**src/rtl/prim_sum_tree_pkg.sv**
```systemverilog
// prim_sum_tree_pkg: pipeline depth helpers and per-stage control payload for the pipelined sum tree
package prim_sum_tree_pkg;
  typedef struct packed {
    logic any;
    logic last;
  } stage_ctl_t;
  function automatic int sum_tree_regs(input int num_src, input int reg_every);
    return ($clog2(num_src) + reg_every - 1) / reg_every;
  endfunction
  function automatic int sum_tree_latency(input int num_src, input int reg_every);
    return sum_tree_regs(num_src, reg_every) + 1;
  endfunction
  function automatic int node_width(input int width, input int level);
    return width + level;
  endfunction
endpackage

```
**src/rtl/prim_sum_tree_slice.sv**
```systemverilog
// prim_sum_tree_slice: adder levels [Lo,Hi) of the sum tree followed by one pipeline register
module prim_sum_tree_slice
  import prim_sum_tree_pkg::*;
#(
  parameter int Width = 8,
  parameter int NumLevels = 5,
  parameter int Lo = 0,
  parameter int Hi = 2,
  localparam int InN = 2 ** (NumLevels - Lo),
  localparam int OutN = 2 ** (NumLevels - Hi),
  localparam int InW = node_width(Width, Lo),
  localparam int OutW = node_width(Width, Hi)
) (
  input  logic                   clk_i,
  input  logic                   rst_i,
  input  logic                   en_i,
  input  logic                   valid_i,
  input  logic                   any_i,
  input  logic                   last_i,
  input  logic [InN*InW-1:0]     data_i,
  output logic                   valid_o,
  output logic                   any_o,
  output logic                   last_o,
  output logic [OutN*OutW-1:0]   data_o
);
  // each level halves the node count and widens by one bit, so no level can overflow
  for (genvar l = 0; l <= Hi - Lo; l++) begin : g_lvl
    localparam int N = InN >> l;
    localparam int W = InW + l;
    logic [N-1:0][W-1:0] node;
    if (l == 0) begin : g_in
      assign node = data_i;
    end else begin : g_add
      for (genvar n = 0; n < N; n++) begin : g_node
        assign node[n] = W'(g_lvl[l-1].node[2*n]) + W'(g_lvl[l-1].node[2*n+1]);
      end
    end
  end
  logic                 valid_q;
  stage_ctl_t           ctl_q;
  logic [OutN*OutW-1:0] data_q;
  always_ff @(posedge clk_i) begin
    if (rst_i) begin
      valid_q <= 1'b0;
      ctl_q   <= '0;
      data_q  <= '0;
    end else if (en_i) begin
      valid_q <= valid_i;
      ctl_q   <= '{any: any_i, last: last_i};
      data_q  <= g_lvl[Hi-Lo].node;
    end
  end
  assign valid_o = valid_q;
  assign any_o   = ctl_q.any;
  assign last_o  = ctl_q.last;
  assign data_o  = data_q;
endmodule

```
**src/rtl/prim_sum_tree_pipe.sv**
```systemverilog
// prim_sum_tree_pipe: pipelined, stallable masked-sum reduction with packet accumulation and overflow flag
module prim_sum_tree_pipe
  import prim_sum_tree_pkg::*;
#(
  parameter int NumSrc   = 32,
  parameter int Width    = 8,
  parameter int SumWidth = Width + $clog2(NumSrc),
  parameter int RegEvery = 2,
  parameter bit Saturate = 1'b0
) (
  input  logic                           clk_i,
  input  logic                           rst_i,
  input  logic                           valid_i,
  output logic                           ready_o,
  input  logic [NumSrc-1:0][Width-1:0]   values_i,
  input  logic [NumSrc-1:0]              mask_i,
  input  logic                           last_i,
  output logic                           valid_o,
  input  logic                           ready_i,
  output logic [SumWidth-1:0]            sum_o,
  output logic                           sat_o,
  output logic                           any_o
);
  localparam int NumLevels = $clog2(NumSrc);
  localparam int PadSrc    = 2 ** NumLevels;
  localparam int NTreeRegs = sum_tree_regs(NumSrc, RegEvery);
  localparam int TreeW     = node_width(Width, NumLevels);
  localparam int ExtW      = (SumWidth > TreeW ? SumWidth : TreeW) + 1;
  localparam int RefW      = SumWidth + 16;
  logic en;
  logic valid_q, sat_q, any_q, acc_sat_q, acc_any_q;
  logic [SumWidth-1:0] sum_q, acc_q, sum_d;
  logic [PadSrc-1:0][Width-1:0] lanes;
  assign en      = ~valid_q | ready_i;
  assign ready_o = en;
  always_comb begin
    lanes = '0;
    for (int i = 0; i < NumSrc; i++) lanes[i] = mask_i[i] ? values_i[i] : '0;
  end
  for (genvar s = 0; s < NTreeRegs; s++) begin : g_st
    localparam int Lo = s * RegEvery;
    localparam int Hi = (Lo + RegEvery < NumLevels) ? Lo + RegEvery : NumLevels;
    logic in_valid, in_any, in_last, out_valid, out_any, out_last;
    logic [(2 ** (NumLevels - Lo)) * node_width(Width, Lo)-1:0] in_data;
    logic [(2 ** (NumLevels - Hi)) * node_width(Width, Hi)-1:0] out_data;
    if (s == 0) begin : g_src
      assign {in_valid, in_any, in_last, in_data} = {valid_i, |mask_i, last_i, lanes};
    end else begin : g_src
      assign {in_valid, in_any, in_last, in_data} =
        {g_st[s-1].out_valid, g_st[s-1].out_any, g_st[s-1].out_last, g_st[s-1].out_data};
    end
    prim_sum_tree_slice #(
      .Width(Width), .NumLevels(NumLevels), .Lo(Lo), .Hi(Hi)
    ) u_slice (
      .clk_i(clk_i), .rst_i(rst_i), .en_i(en),
      .valid_i(in_valid), .any_i(in_any), .last_i(in_last), .data_i(in_data),
      .valid_o(out_valid), .any_o(out_any), .last_o(out_last), .data_o(out_data)
    );
  end
  logic             tree_valid, tree_any, tree_last, ovf, sat_d, any_d;
  logic [TreeW-1:0] tree_sum;
  logic [ExtW-1:0]  total;
  assign tree_valid = g_st[NTreeRegs-1].out_valid;
  assign tree_any   = g_st[NTreeRegs-1].out_any;
  assign tree_last  = g_st[NTreeRegs-1].out_last;
  assign tree_sum   = g_st[NTreeRegs-1].out_data;
  // widened add catches both a carry out and a tree sum too wide for the accumulator
  assign total = ExtW'(acc_q) + ExtW'(tree_sum);
  assign ovf   = |total[ExtW-1:SumWidth];
  assign sat_d = acc_sat_q | ovf;
  assign any_d = acc_any_q | tree_any;
  assign sum_d = (Saturate && sat_d) ? '1 : total[SumWidth-1:0];
  always_ff @(posedge clk_i) begin
    if (rst_i) begin
      valid_q   <= 1'b0;
      sum_q     <= '0;
      sat_q     <= 1'b0;
      any_q     <= 1'b0;
      acc_q     <= '0;
      acc_sat_q <= 1'b0;
      acc_any_q <= 1'b0;
    end else if (en) begin
      valid_q <= tree_valid & tree_last;
      if (tree_valid & tree_last) begin
        sum_q <= sum_d;
        sat_q <= sat_d;
        any_q <= any_d;
      end
      if (tree_valid) begin
        acc_q     <= tree_last ? '0 : sum_d;
        acc_sat_q <= ~tree_last & sat_d;
        acc_any_q <= ~tree_last & any_d;
      end
    end
  end
  assign valid_o = valid_q;
  assign sum_o   = sum_q;
  assign sat_o   = sat_q;
  assign any_o   = any_q;
  // exact reference sum taken straight from the inputs, delayed alongside the tree
  logic [TreeW-1:0] ref_beat;
  logic [TreeW-1:0] ref_pipe_q [NTreeRegs];
  logic [RefW-1:0]  ref_acc_q, ref_out_q, ref_tot;
  always_comb begin
    ref_beat = '0;
    for (int i = 0; i < NumSrc; i++) ref_beat = ref_beat + (mask_i[i] ? TreeW'(values_i[i]) : '0);
  end
  assign ref_tot = ref_acc_q + RefW'(ref_pipe_q[NTreeRegs-1]);
  always_ff @(posedge clk_i) begin
    if (rst_i) begin
      for (int i = 0; i < NTreeRegs; i++) ref_pipe_q[i] <= '0;
      ref_acc_q <= '0;
      ref_out_q <= '0;
    end else if (en) begin
      ref_pipe_q[0] <= ref_beat;
      for (int i = 1; i < NTreeRegs; i++) ref_pipe_q[i] <= ref_pipe_q[i-1];
      if (tree_valid) begin
        ref_acc_q <= tree_last ? '0 : ref_tot;
        if (tree_last) ref_out_q <= ref_tot;
      end
    end
  end
  a_stall_stable: assert property (@(posedge clk_i) disable iff (rst_i)
    valid_q && !ready_i |=> valid_q && $stable(sum_q) && $stable(sat_q) && $stable(any_q));
  a_no_ovf_exact: assert property (@(posedge clk_i) disable iff (rst_i)
    valid_q && (ref_out_q >> SumWidth) == '0 |-> !sat_q && RefW'(sum_q) == ref_out_q);
  a_nosat_exact: assert property (@(posedge clk_i) disable iff (rst_i)
    valid_q && !sat_q |-> RefW'(sum_q) == ref_out_q);
endmodule

```
**config.mk**
```make
export PLATFORM = sky130hd
export DESIGN_NAME = prim_sum_tree_pipe
export DESIGN_NICKNAME = d
export VERILOG_FILES = /design/src/rtl/prim_sum_tree_pkg.sv /design/src/rtl/prim_sum_tree_slice.sv /design/src/rtl/prim_sum_tree_pipe.sv
export SDC_FILE = /design/constraint.sdc
export NUM_CORES = 1
export LEC_CHECK = 0
export ABC_AREA = 1
export BUFFER_PORTS_ARGS = -buffer_cell sky130_fd_sc_hd__buf_2
export CAP_MARGIN = 0
export CORE_MARGIN = 8
export CORE_UTILIZATION = 40
export DETAILED_ROUTE_END_ITERATION = 10
export HOLD_SLACK_MARGIN = 0.12
export PLACE_DENSITY = 0.58
export SLEW_MARGIN = 20
export SYNTH_ARGS = -nofsm -noshare
export SYNTH_HDL_FRONTEND = slang
export SYNTH_HIERARCHICAL = 1
export SYNTH_SLANG_ARGS = --single-unit
```
**constraint.sdc**
```tcl
create_clock -name clk_i -period 5.33 [get_ports clk_i]
set_clock_uncertainty 0.1 [all_clocks]
set_input_delay 1.066 -clock clk_i [delete_from_list [all_inputs] [get_ports clk_i]]
set_output_delay 1.066 -clock clk_i [all_outputs]
set_load 0.005 [all_outputs]
```
---- After elaboration in Yosys (flattened, before gate mapping) ----
Cells that the tools add are included.
word-level totals
  flip-flop bits (word level) ............. 157
  latch bits .............................. 0
  memory bits (writable) .................. 0
  memory bits (read-only) ................. 0
  input port bits ......................... 293
  output and inout bits ................... 17
  word-level logic and storage cells ...... 95
  memories ................................ 0
operators by class
  $add $sub $neg .......................... 32
  multipliers ............................. 0
  div/mod/pow operators ................... 0
  magnitude comparators ................... 0
  eq/ne operators ......................... 0
  shift operators ......................... 0
  mux-type cells .......................... 33
  bitwise operators ....................... 8
  reductions and logical operators ........ 3
operator list
  operator                                   number
  8-bit two-way mux                          32
  8-bit by 8-bit adder with 9-bit output     16
  9-bit by 9-bit adder with 10-bit output    8
  10-bit by 10-bit adder with 11-bit output  4
  32-bit OR reduction                        1
  11-bit by 11-bit adder with 12-bit output  2
  13-bit by 13-bit adder with 14-bit output  1
  12-bit by 12-bit adder with 13-bit output  1
  13-bit two-way mux                         1
  2-bit AND reduction                        2
  1-bit AND                                  3
  1-bit OR                                   3
  1-bit NOT                                  2

---- Logic depth before layout (Yosys ltp) ----
Gate-level depths: netlist of run 1.
  depth in word-level cells ............... 3
  depth in mapped cells ................... 17
  mapped depth without buffers ............ 16

---- By module ----
Netlist of run 1, hierarchy kept.
by module, submodules not included
  module                                 instances  cells each  area an instance (um^2)  sequential area each (um^2)
  prim_sum_tree_slice (g_st[0].u_slice)  1          1313        9487.8                   1661.6
  prim_sum_tree_pipe                     1          833         3970.1                   620.6
  prim_sum_tree_slice (g_st[1].u_slice)  1          447         3115.5                   540.5
  prim_sum_tree_slice (g_st[2].u_slice)  1          205         1257.5                   320.3

---- Least setup slack after synthesis of run 1 ----
No wires, ideal clock.
  path kind ............................... input port to flip-flop
  start point ............................. input mask_i[8]
  end point ............................... register g_st[0].u_slice.data_q[29]
  setup time .............................. 0.109 ns
  arrival ................................. 3.608 ns
  data required time ...................... 5.121 ns
  slack ................................... 1.514 ns
  stages on the path ...................... 17
  path buffers ............................ 1
  path through ............................ clkbuf_1 -> nand2_1 -> inv_1 -> inv_1 -> fa_1 -> inv_1 -> fa_1 -> ha_1 -> fa_1 -> nand3_1 -> nand2_1 -> nand2_2 -> nand2_1 -> nand3_1 -> nand2_1 -> nand2_1 -> inv_1
on the way
  longest elaborated chain between the ends .. 3
ends and longest elaborated chain
  what                                     RTL line                   source
  start: declaration                       prim_sum_tree_pipe.sv:16   input logic [NumSrc-1:0] mask_i,
  8-bit two-way mux                        prim_sum_tree_pipe.sv:38   for (int i = 0; i < NumSrc; i++) lanes[i] = mask_i[i] ? values_i[i] : '0;
  net g_st[0].in_data[65]                  prim_sum_tree_pipe.sv:44   logic [(2 ** (NumLevels - Lo)) * node_width(Width, Lo)-1:0] in_data;
  8-bit by 8-bit adder with 9-bit output   prim_sum_tree_slice.sv:35  assign node[n] = W'(g_lvl[l-1].node[2*n]) + W'(g_lvl[l-1].node[2*n+1]);
  9-bit by 9-bit adder with 10-bit output  prim_sum_tree_slice.sv:35
  end signal: assignment                   prim_sum_tree_slice.sv:50  data_q <= g_lvl[Hi-Lo].node;
  end: declaration                         prim_sum_tree_slice.sv:41  logic [OutN*OutW-1:0] data_q;
The timed path passes the listed nets, and every way through them passes these cells.
A chain may end at the register's enable or synchronous reset.

---- Final worst setup path of run 1 ----
  start point ............................. input mask_i[16]
  end point ............................... register g_st[0].u_slice.data_q[47]
Same word-level chain as after synthesis.

==> results.json, run 1 <==
{
  "cts.htree.levels": 4,
  "critPathArrivalTime_ps": 3760,
  "synth_fp_nets": 3380,
  "wl_um": 43740,
  "leakagePower_uw": 0.01306,
  "total_power_uw": 6605,
  "yosysWarnings": 6,
  "cts.root.buffer_cell": "sky130_fd_sc_hd__clkbuf_16",
  "power.share.clock_pct": 18.4,
  "worstSkewPairLatency_ps": 430,
  "top_layer_used": "met5",
  "route.detailed.vias_per_inst": 4.396,
  "r2r_end": "g_st[1].u_slice/data_o[21]",
  "dieArea_um2": 51590,
  "number_of_pins_with_negative_max_slew_slack_in_the_final_report": 0,
  "cts_setup_buffers": 0,
  "cts_hold_bufs": 0,
  "cts_tree": "built",
  "path_common_cell": "sky130_fd_sc_hd__nand2_1",
  "detailedPlace.worstSlack_ps": 1366,
  "worst_r2r_startpoint": "g_st[0].u_slice/data_o[51]",
  "critPathRequiredTime_ps": 5550,
  "placement.io_buffers": 309,
  "synth.distinct_cells": 46,
  "worst-slew-pin-transition_ps": 1105,
  "final_total_negative_setup_slack_ps": 0,
  "crit_path_end_kind": "flip-flop",
  "post-synth-top-area-cell": "sky130_fd_sc_hd__inv_1",
  "grt_max_degree": 75,
  "drive_gt1_share_pct": 12.44,
  "die_x_um": 227.1,
  "synth.cell_area_um2": 17830,
  "critPathLaunch": "mask_i[16]",
  "critPathMaxStageDelay_ps": 530,
  "initial_utilization_pct": 40.41,
  "synth.area.top_cells": "sky130_fd_sc_hd__inv_1 (19%), sky130_fd_sc_hd__fa_1 (19%), sky130_fd_sc_hd__dfxtp_1 (18%)",
  "switching_share_pct": 45.30,
  "cts-root-to-sink-buffers": 2,
  "drt_iter0_drcs": 698,
  "number_of_global_route_vias_before_repair": 16390,
  "ys_dominant_reg_cell": "sky130_fd_sc_hd__dfxtp_1",
  "numnets_final": 3639,
  "row_count": 77,
  "min_period_ps": 3540,
  "detail_route.first_pass.iterations": 6,
  "rsz0062_at_grt": "no",
  "avgRoutedWirePerCell_um": 11.94,
  "ys_ff_latch": 157,
  "design_area_um2": 20390,
  "timing.critical_path.from_type": "primary input",
  "switching_power_uw": 2992,
  "timing.critical_path.cells": "buf_2, nand2_1, inv_1, inv_1, fa_1, inv_1, fa_1, ha_1, fa_1, nand3_1, nand2_1, nand2_1, nand2_1, nand2_1, nand3_1, nand2_1, inv_1",
  "die_height_um": 227.1,
  "gp_congestion": 0.8672,
  "design.portCount": 310,
  "synth_largest_type_area_fraction_pct": 19.18,
  "post-route-util_pct": 46.20,
  "syn2layout_area_growth_pct": 14.33,
  "worst_slack_ps": 1790,
  "antenna_found_initial": 1,
  "place_hpwl_um": 37290,
  "finalSetupViolations": 0,
  "grt_use_total_pct": 17.20,
  "critPathCapture": "g_st[0].u_slice/data_o[47]",
  "p_comb_share_pct": 57.7,
  "overflow": 0,
  "cts_made_buffers": 17,
  "max_slew_margin_pct": 25.67,
  "critPathSlowestCell": "sky130_fd_sc_hd__fa_1",
  "met2_wirelength_um": 20460,
  "vias": 16100,
  "worst_hold_path_type": "reg -> reg",
  "cts.clk_slew.worst_paths_ps": 70,
  "max-cap-violations": 0,
  "cts_repair_resize_count": 0,
  "coreArea_um2": 44120,
  "timing_hold_violations_final": 0,
  "worstSetupPathType": "in -> reg",
  "ys_seq_area_share_pct": 17.63,
  "p_seq_share_pct": 23.9,
  "detail-route-antenna-nets": 0,
  "detail_route.wirelength.met1_um": 21120,
  "max_freq_mhz": 282.5,
  "syn-mean-instance-area_um2": 6.373,
  "post_dp_cell_area_um2": 19800,
  "post_synth_inst_count": 2798,
  "internal_power_uw": 3613,
  "grt_first_pass_wirelength_um": 74820,
  "worst-r2r-setup-slack_ps": 2280,
  "cts.sinks": 157,
  "worst_ir_drop_vdd_v": 0.0002291,
  "synth-edff-count": 0,
  "cellPowerDensity_nw_per_um2": 324.0,
  "finalCritPeriodShare_pct": 66.41,
  "routed-wl-met3_um": 1632,
  "timing.reg2reg.worst_path_depth": 13,
  "ys_async_sr_fraction_pct": 0,
  "drc": 0,
  "timing.critical_path.fanout_max": 9,
  "outcome": "complete, no violations"
}
-- registers in the layout, indices dropped and copies added (netlist names) --
signal	cells
sum_o	13
g_st.u_slice/any_o	3
acc_any_q	1
acc_sat_q	1
sat_o	1
any_o	1
g_st.u_slice/data_o	117
valid_o	1
acc_q	13
g_st.u_slice/valid_o	3
g_st.u_slice/last_o	3
-- logic make-up after synthesis --
kind of cell    synth area share (%)
flops                          17.63
fa+ha+maj                      27.44
compound gates                 5.733
xor+xnor                       1.621
buf+inv                        21.51
simple gates                   26.08
-- final cells by class --
type	count	area (um2)
fill	4757	23740
multi-input combinational	1645	10870
inverter	921	3457
sequential	157	3143
timing repair buffer	315	1594
tap	592	740.7
clock buffer	18	429.2
clock inverter	14	152.6
antenna	1	2.502
-- how the worst min path moves through the flow --
stage               from        to  slack (ps)  cells past startpoint
2_1_floorplan  acc_any_q     any_o         330                      2
3_3_place_gp       sat_o     sat_o         340                      2
3_5_place_dp    sum_o[8]  sum_o[8]         340                      2
4_1_cts         sum_o[8]  sum_o[8]         350                      2
5_1_grt         sum_o[5]  sum_o[5]         370                      2
6_report        sum_o[8]  sum_o[8]         350                      2
-- per-stage QoR --
step                      hold WS, ps  cells
after detailed placement        337.8   3630
final                           349.1   3663
after floorplan                 334.9   2798
after global placement          335.2   3630
after global routing            368.0   3662
after CTS                       351.7   3662
-- Yosys cell counts, types with 2 or more instances --
cell                       count
sky130_fd_sc_hd__o21ai_2       2
sky130_fd_sc_hd__nor2_4        3
sky130_fd_sc_hd__a21oi_2       6
sky130_fd_sc_hd__nand2_1     659
sky130_fd_sc_hd__a211oi_1      2
sky130_fd_sc_hd__nor2_1      283
sky130_fd_sc_hd__a211oi_2      5
sky130_fd_sc_hd__buf_2        16
sky130_fd_sc_hd__nand3_1     141
sky130_fd_sc_hd__nand3_2       2
sky130_fd_sc_hd__nand3b_1     10
sky130_fd_sc_hd__buf_6         7
sky130_fd_sc_hd__xnor2_1      13
sky130_fd_sc_hd__or2_1         8
sky130_fd_sc_hd__inv_2         9
sky130_fd_sc_hd__ha_1        119
sky130_fd_sc_hd__nor4_1        7
sky130_fd_sc_hd__a31oi_1       2
sky130_fd_sc_hd__a21oi_1      62
sky130_fd_sc_hd__o211ai_1      6
sky130_fd_sc_hd__clkbuf_1     45
sky130_fd_sc_hd__nand2_2       5
sky130_fd_sc_hd__nand4_1      13
sky130_fd_sc_hd__a22o_1        3
sky130_fd_sc_hd__buf_4         5
sky130_fd_sc_hd__nor2_2        2
sky130_fd_sc_hd__o21a_1        2
sky130_fd_sc_hd__fa_1        170
sky130_fd_sc_hd__xor2_1       20
sky130_fd_sc_hd__nor3_1        6
sky130_fd_sc_hd__o21ai_0      70
sky130_fd_sc_hd__o21ai_1      15
sky130_fd_sc_hd__inv_1       911
sky130_fd_sc_hd__dfxtp_1     157
-- routing by layer --
metal / vias to the layer above / GRT usage [%]
li1: 8493 / -
met1: 7308 / 23.13
met4: 2 / 3.063
met2: 272 / 29.30
met3: 26 / 2.615
met5: - / 0
-- layout by cell type, fill, tap and decap left out, types with 8 or more instances in the layout --
cell type and n:
sky130_fd_sc_hd__inv_1 911, sky130_fd_sc_hd__nand2_1 659, sky130_fd_sc_hd__buf_2 308, sky130_fd_sc_hd__nor2_1 283, sky130_fd_sc_hd__fa_1 170, sky130_fd_sc_hd__dfxtp_1 157, sky130_fd_sc_hd__nand3_1 141, sky130_fd_sc_hd__ha_1 119
sky130_fd_sc_hd__o21ai_0 70, sky130_fd_sc_hd__a21oi_1 62, sky130_fd_sc_hd__xor2_1 20, sky130_fd_sc_hd__clkbuf_16 17, sky130_fd_sc_hd__o21ai_1 15, sky130_fd_sc_hd__nand4_1 13, sky130_fd_sc_hd__xnor2_1 13, sky130_fd_sc_hd__nand3b_1 10
sky130_fd_sc_hd__inv_2 9, sky130_fd_sc_hd__or2_1 8
-- worst max-delay path, delay by kind of cell --
kind	cells	cell delay (ps)
buf+inv	5	380
fa+ha+maj	4	1660
simple gates	8	660
-- power groups by stage --
stage | clock network [uW] | logic (uW) | registers, uW
3_5_place_dp | 0 | 3820 | 1610
2_1_floorplan | 0 | 2960 | 1550
4_1_cts | 1260 | 3840 | 1580
5_1_grt | 1310 | 4470 | 1610
3_3_place_gp | 0 | 3760 | 1600
6_report | 1220 | 3810 | 1580
Note: power is estimated with default switching activity, not from simulation.
==> inputs of run 2 (changes only) <==
Settings changed: ABC_AREA 1 to 0, PLACE_DENSITY 0.58 to 0.59.
Clock period 5.33 ns to 3.3 ns, I/O delays scaled along.
==> run 2 against run 1 <==
Effect of this change:
- hold slack better by 13 ps
- clock power is 61% higher
- setup slack worse by 1700 ps
- global-route usage is 0.52 points higher
- critical path depth is 5 lower
- largest cell class unchanged
- synthesized cell count is 27% lower
- register-to-register slack worse by 2200 ps
- sequential share of layout area is 0.26 points lower
- wire length is 1.1% higher
==> results.json, run 2 <==
{
  "outcome": "complete, no violations",
  "cts.clk_slew.worst_paths_ps": 70,
  "synth_commonest_cells": "sky130_fd_sc_hd__inv_1 (464), sky130_fd_sc_hd__and2_1 (261), sky130_fd_sc_hd__fa_1 (170)",
  "syn2layout_area_growth_pct": 23.17,
  "finalCritPeriodShare_pct": 96.71,
  "timing_hold_violations_final": 0,
  "synth_top_family_by_area": "adder cells",
  "adder_cell_share_of_the_synthesized_area_pct": 29.02,
  "place_hpwl_um": 37350,
  "worstSkewPairLatency_ps": 430,
  "synth-edff-count": 0,
  "post-route-util_pct": 49.73,
  "post_synth_inst_count": 2045,
  "drive_gt1_share_pct": 22.16,
  "p_seq_share_pct": 23.5,
  "number_of_diodes": 0,
  "worstSetupPathType": "reg -> reg",
  "grt_first_pass_wirelength_um": 74180,
  "timing.critical_path.from_type": "flip-flop",
  "detail-route-antenna-nets": 0,
  "number_of_inserted_filler_cells_in_the_final_layout": 4106,
  "drt_iter0_drcs": 646,
  "internal_power_uw": 6376,
  "most-common-layout-cells": "sky130_fd_sc_hd__inv_1 (463), sky130_fd_sc_hd__buf_2 (308), sky130_fd_sc_hd__and2_1 (260)",
  "synth-compound-area-share_pct": 15.64,
  "placement.io_buffers": 309,
  "whs_ps": 362.2,
  "max_freq_mhz": 313.3,
  "cts.htree.levels": 4,
  "switching_power_uw": 4576,
  "dieArea_um2": 48980,
  "syn-mean-instance-area_um2": 8.244,
  "placed_cells_incl_taps": 3000,
  "cts_hold_bufs": 0,
  "ys_seq_area_share_pct": 18.64,
  "min_period_ps": 3191,
  "synthXorXnorAreaFrac_pct": 0.9870,
  "overflow": 0,
  "number_of_pins_with_negative_max_slew_slack_in_the_final_report": 0,
  "design.portCount": 310,
  "ys_async_sr_fraction_pct": 0,
  "synth_fp_nets": 2627,
  "worst_hold_path_type": "reg -> reg",
  "ys_dominant_reg_cell": "sky130_fd_sc_hd__dfxtp_1",
  "total_power_uw": 10950,
  "grt_use_total_pct": 17.71,
  "number_of_global_route_vias_before_repair": 15630,
  "switching_share_pct": 41.78,
  "gp_congestion": 0.8663,
  "route.detailed.vias_per_inst": 4.927,
  "worst_ir_drop_vdd_v": 0.0004018,
  "vias": 14950,
  "die_x_um": 221.3,
  "cellPowerDensity_nw_per_um2": 527.4,
  "max_slew_margin_pct": 38.08,
  "synth_simple_gate_area_share_pct": 21.13,
  "coreArea_um2": 41760,
  "wl_um": 44200,
  "number_of_flip_flops_in_the_largest_register": 117,
  "crit_path_end_kind": "flip-flop",
  "ys_ff_latch": 157,
  "synth_largest_type_area_fraction_pct": 20.19,
  "cts_made_buffers": 17,
  "initial_utilization_pct": 40.37,
  "synth.cell_area_um2": 16860,
  "die_height_um": 221.3,
  "leakagePower_uw": 0.01054,
  "avgRoutedWirePerCell_um": 14.57,
  "grt_max_degree": 80,
  "drc": 0,
  "post-synth-top-area-cell": "sky130_fd_sc_hd__fa_1",
  "synth.distinct_cells": 77,
  "detail_route.first_pass.iterations": 7,
  "power.share.clock_pct": 18.0,
  "synth.area.top_cells": "sky130_fd_sc_hd__fa_1 (20%), sky130_fd_sc_hd__dfxtp_1 (19%), sky130_fd_sc_hd__inv_1 (10%)",
  "row_count": 75,
  "cts.root.buffer_cell": "sky130_fd_sc_hd__clkbuf_16",
  "yosys-mux-area-fraction_pct": 2.731,
  "antenna_found_initial": 0,
  "finalSetupViolations": 0,
  "cts-root-to-sink-buffers": 2,
  "worst-slew-pin-transition_ps": 921.7,
  "cts.sinks": 157,
  "max-cap-violations": 0,
  "leading_cell_type_by_number_of_instances_after_synthesis": "sky130_fd_sc_hd__inv_1",
  "timing.critical_path.fanout_max": 3,
  "yosysWarnings": 6,
  "final_cell_count_no_fill": 3034,
  "critPathRequiredTime_ps": 3510,
  "numnets_final": 3064,
  "p_comb_share_pct": 58.5,
  "mostFrequentLayoutCell": "sky130_fd_sc_hd__inv_1",
  "cts_tree": "built",
  "critPathArrivalTime_ps": 3400
}
run 2: cell count changes after synthesis, sizes merged, moves of 46 or more:
cell,delta
nand2,-572
inv,-455
and2,+262
nor2,-176
nand3,-100
mux2i,+46
run 2: cell families (layout without fill, tap and decap cells):
logic type / Yosys count / in the layout
adders and majority gates: 289 / 289
DFF: 157 / 157
AOI/OAI and AO/OA: 360 / 360
xor gates and xnor gates: 19 / 19
and+or+nand+nor: 655 / 655
buffers and inverters: 519 / 969
muxes: 46 / 46
run 2: worst max-delay path: stages, from the launching register on:
cell                        delay [ps]
sky130_fd_sc_hd__dfxtp_2           330
sky130_fd_sc_hd__inv_1              80
sky130_fd_sc_hd__fa_1              510
sky130_fd_sc_hd__inv_1              60
sky130_fd_sc_hd__fa_1              480
sky130_fd_sc_hd__ha_2              180
sky130_fd_sc_hd__inv_1              60
sky130_fd_sc_hd__fa_2              360
sky130_fd_sc_hd__nor2b_2           160
sky130_fd_sc_hd__o2111ai_2         180
sky130_fd_sc_hd__a21oi_2           240
sky130_fd_sc_hd__nor4_1             80
sky130_fd_sc_hd__a311o_1           270
run 2: final cells by class:
cell class | instances | area [um2] | share of cell area, %
multi-input combinational | 1369 | 11800 | 56.81
sequential | 157 | 3148 | 15.16
timing repair buffer | 470 | 2808 | 13.52
inverter | 467 | 1753 | 8.441
tap | 539 | 674.4 | 3.248
clock buffer | 17 | 425.4 | 2.049
clock inverter | 15 | 160.2 | 0.7712
run 2: final timing paths:
| path | from | endpoint | slack (ps) | cells past startpoint |
|---|---|---|---|---|
| min | sum_o[10] | sum_o[10] | 360 | 1 |
| max reg2reg | g_st[0].u_slice/data_o[51] | g_st[1].u_slice/data_o[21] | 110 | 12 |
| max | g_st[0].u_slice/data_o[51] | g_st[1].u_slice/data_o[21] | 110 | 12 |
| min reg2reg | sum_o[10] | sum_o[10] | 360 | 1 |
run 2: timing repair:
action,4_1_cts,5_1_grt
buffers inserted,0,2
setup endpoints to repair,3,11
cloned,0,0
pin swaps,2,6
gates resized for setup,2,14
run 2: stage by stage:
| step | cell area [um2] | setup WS [ps] | setup TNS (ps) |
|---|---|---|---|
| final | 20770 | 108.5 | 0 |
| after global routing | 20770 | -16.30 | -16.30 |
| after CTS | 20720 | 8.550 | 0 |
| after detailed placement | 20120 | -294.0 | -8549 |
| after global placement | 20120 | -290.9 | -7048 |
| after floorplan | 16890 | -112.1 | -112.1 |
run 2: power by group through the flow:
stage               sequential (uW)  combinational [uW]  clock (uW)
floorplan                      2500                4550           0
global placement               2620                6180           0
detailed placement             2620                6280           0
CTS                            2580                6380        2020
global route                   2620                7300        2100
finish                         2580                6410        1970
run 2: layer usage:
metal,vias to the layer above,track usage [%],share of wire [%]
li1,7540,-,-
met1,7133,23.50,48
met2,247,30.96,48
met4,0,3.035,1.1
met5,-,0,0
met3,28,2.156,3.0
